--- src/rtl/counter.sv ---
// Free-running binary up-counter with asynchronous active-low reset.
// The count wraps modulo 2^WIDTH and is driven straight from the state
// register, so there is no combinational path from any input to out.
module counter #(
    parameter int               WIDTH       = 4,
    parameter logic [WIDTH-1:0] RESET_VALUE = '0
) (
    input  logic             clk,
    input  logic             reset,
    output logic [WIDTH-1:0] out
);

    // Increment constant sized to the counter so the sum truncates cleanly
    localparam logic [WIDTH-1:0] ONE = WIDTH'(1);

    logic [WIDTH-1:0] r_count;

    // Count state: cleared the moment reset drops, otherwise +1 per rising edge
    always_ff @(posedge clk or negedge reset) begin
        if (!reset) begin
            r_count <= RESET_VALUE;
        end else begin
            r_count <= r_count + ONE;
        end
    end

    assign out = r_count;

endmodule

--- config.mk ---
export PLATFORM = sky130hd
export DESIGN_NAME = counter
export DESIGN_NICKNAME = d
export VERILOG_FILES = /design/src/rtl/counter.sv
export SDC_FILE = /design/constraint.sdc
export NUM_CORES = 1
export LEC_CHECK = 0
export ABC_AREA = 1
export BUFFER_PORTS_ARGS = -buffer_cell sky130_fd_sc_hd__buf_2
export CORE_AREA = 2 2 39 41
export DETAILED_ROUTE_END_ITERATION = 6
export DIE_AREA = 0 0 41 43
export SYNTH_ARGS = -nofsm -noshare
export SYNTH_HDL_FRONTEND = slang
export SYNTH_SLANG_ARGS = --single-unit
--- constraint.sdc ---
create_clock -name clk -period 2.3 [get_ports clk]
set_input_delay 0.46 -clock clk [delete_from_list [all_inputs] [get_ports clk]]
set_output_delay 0.46 -clock clk [all_outputs]
set_load 0.01 [all_outputs]
==> impl_metrics.yaml <==
cts:
  numClockSinks: 4
  post_cts_buffers: 0
  clk_pin_slew_worst_paths_ns: 0.04
  htree_num_levels: 1
  cts_made_buffers: 3
  holdBufCountCts: 0
  insertion_delay_ns: 0.23
  cts_root_buffer: "clkbuf_4"
  cts_resized: 0
  clockBufferDepth: 2
  cts_tree: "built"
timing:
  fin_skew_ns: 0.0005103
  rsz0062_at_grt: "no"
  period_needed_ns: 1.273
  hold_viol_final: 0
  finalCritPeriodShare_pct: 55.34
  worstMarginPinSlew_ns: 0.1692
  relSlewSlack_pct: 88.72
  max_freq_mhz: 785.7
  slew_violations: 0
  setup_violations: 0
  finalSetupTns_ns: 0
worst_setup_path:
  cp.required_ns: 1.84
  path_buf_inv: 1
  worstPathCellList: "buf_2"
  end_kind: "output pin"
  rrSetupSlack_ns: 1.40
  cp_top_family: "flip-flops"
  path_class: "reg -> out"
  worst_ep_arrival_time_ns: 0.81
  cp-start-kind: "register"
  max_stage_delay_ns: 0.42
  cp_max_fo: 5
  critical-path-slowest-cell: "dfrtp_1"
status:
  outcome: "completed"
cells_and_area:
  largest_reg_flops: 4
  fillers: 158
  nets: 25
  drive_gt1_share_pct: 40.00
  diodes: 0
  layout-area-overhead-vs-synth_pct: 45.76
floorplanning:
  dieArea_sq_mm: 0.001763
  floorplan.initialDensity_pct: 10.67
  die_width_um: 41
  ios: 6
  die_h_um: 43
  core_region_area_sq_mm: 0.001384
  num_rows: 14
drt:
  drc: 0
  num_vias: 116
  wl_um: 262
  postRouteAntennaNets: 0
  viasPerCell: 3.222
  drt-pass1-iter-count: 1
  wire_per_inst_um: 7.278
  dr.first_iter.drc_count: 0
yosys:
  synth_nets: 15
  ys_seq_area_share_pct: 67.80
  syn_inst: 12
  mappedNetlistArea_sq_um: 147.6
  yosysWarnings: 0
  avgSynthCellArea_sq_um: 12.30
  yosys_register_bits: 4
  synth.distinct_cells: 7
worst_hold_path:
  hold_path.class: "in -> async"
power_and_ir_drop:
  p_per_area_mw_per_mm2: 731.4
  p_leak_uw: 0.0001236
  total_power_uw: 157.4
  ir_worst_vdd_v: 0.00008781
placed_design:
  place.gp.congestion: 0.5520
  io_buffers: 5
grt:
  grt_max_degree: 6
  gr-total-overflow: 0
  grtUsageTotal_pct: 4.728
  antenna_found_initial: 0
  grt_pass1_wl_um: 400
  grt_pass1_vias: 112
job:
  drv_cap: 0
==> synthesized netlist by cell type (all sizes together) <==
library cell / number / area [sq um]
nand4: 1 / 6.260
nand3: 1 / 5.000
inv: 2 / 7.510
xor2: 1 / 8.760
ha: 1 / 12.51
dfrtp: 4 / 100.1
nand2: 2 / 7.510
==> final cells by class <==
type	instances	area [sq um]	area share, %
inverter	2	7.507	3.488
timing repair buffer	5	25.02	11.63
sequential	4	100.1	46.51
tap	16	20.02	9.302
multi-input combinational	6	40.04	18.60
clock buffer	3	22.52	10.47
==> kinds of logic after synthesis <==
kind of cell,Yosys count,synth area share [%]
adders and majority gates,1,8.473
buffers and inverters,2,5.087
and+or+nand+nor,4,12.71
DFF,4,67.80
xor gates and xnor gates,1,5.933
==> metal layers <==
layer | share of wire (%) | global-route usage, %
met5 | 0 | 0
met4 | 6.5 | 10.00
met3 | 16 | 4.712
met2 | 39 | 4.688
met1 | 38 | 2.589
==> worst register-to-register path: stages, from the launching register on <==
cell	delay, ns
dfrtp_1	0.42
ha_1	0.23
xor2_1	0.14
==> report_power, final <==
| group | internal (uW) | switching [uW] |
|---|---|---|
| Clock | 58.2 | 26.5 |
| Sequential | 70.8 | 0 |
| Combinational | 0.621 | 1.30 |
| Total | 130 | 27.8 |
==> path summary, 6_finish.rpt <==
path | startpoint | to | depth (start not counted)
hold / removal | reset | out[0] | 1
setup reg to reg | out[0] | out[2] | 2
hold reg to reg | out[3] | out[3] | 2
setup / recovery | out[0] | out[0] | 1
max in group asynchronous | reset | out[2] | 1
min in group clk | out[3] | out[3] | 2
==> through the flow <==
stage / utilization [%] / instances / setup slack [ns] / instance area, sq um / hold WS (ns)
2_1_floorplan: - / 12 / 1.398 / 147.6 / 0.1644
3_5_place_dp: 13.92 / 33 / 1.276 / 192.7 / 0.2707
6_report: 15.55 / 36 / 1.027 / 215.2 / 0.02737
3_3_place_gp: 13.92 / 33 / 1.284 / 192.7 / 0.2682
5_1_grt: 15.55 / 36 / 0.9968 / 215.2 / 0.02249
4_1_cts: 15.55 / 36 / 1.023 / 215.2 / 0.02055
==> placed cells by master, fill, tap and decap left out <==
| master | Yosys | layout |
|---|---|---|
| buf_2 | 0 | 5 |
| dfrtp_1 | 4 | 4 |
| clkbuf_4 | 0 | 3 |
| inv_1 | 2 | 2 |
| nand2_1 | 2 | 2 |
| xor2_1 | 1 | 1 |
| nand4_1 | 1 | 1 |
| nand3_1 | 1 | 1 |
| ha_1 | 1 | 1 |
Note: power is estimated with default switching activity, not from simulation.
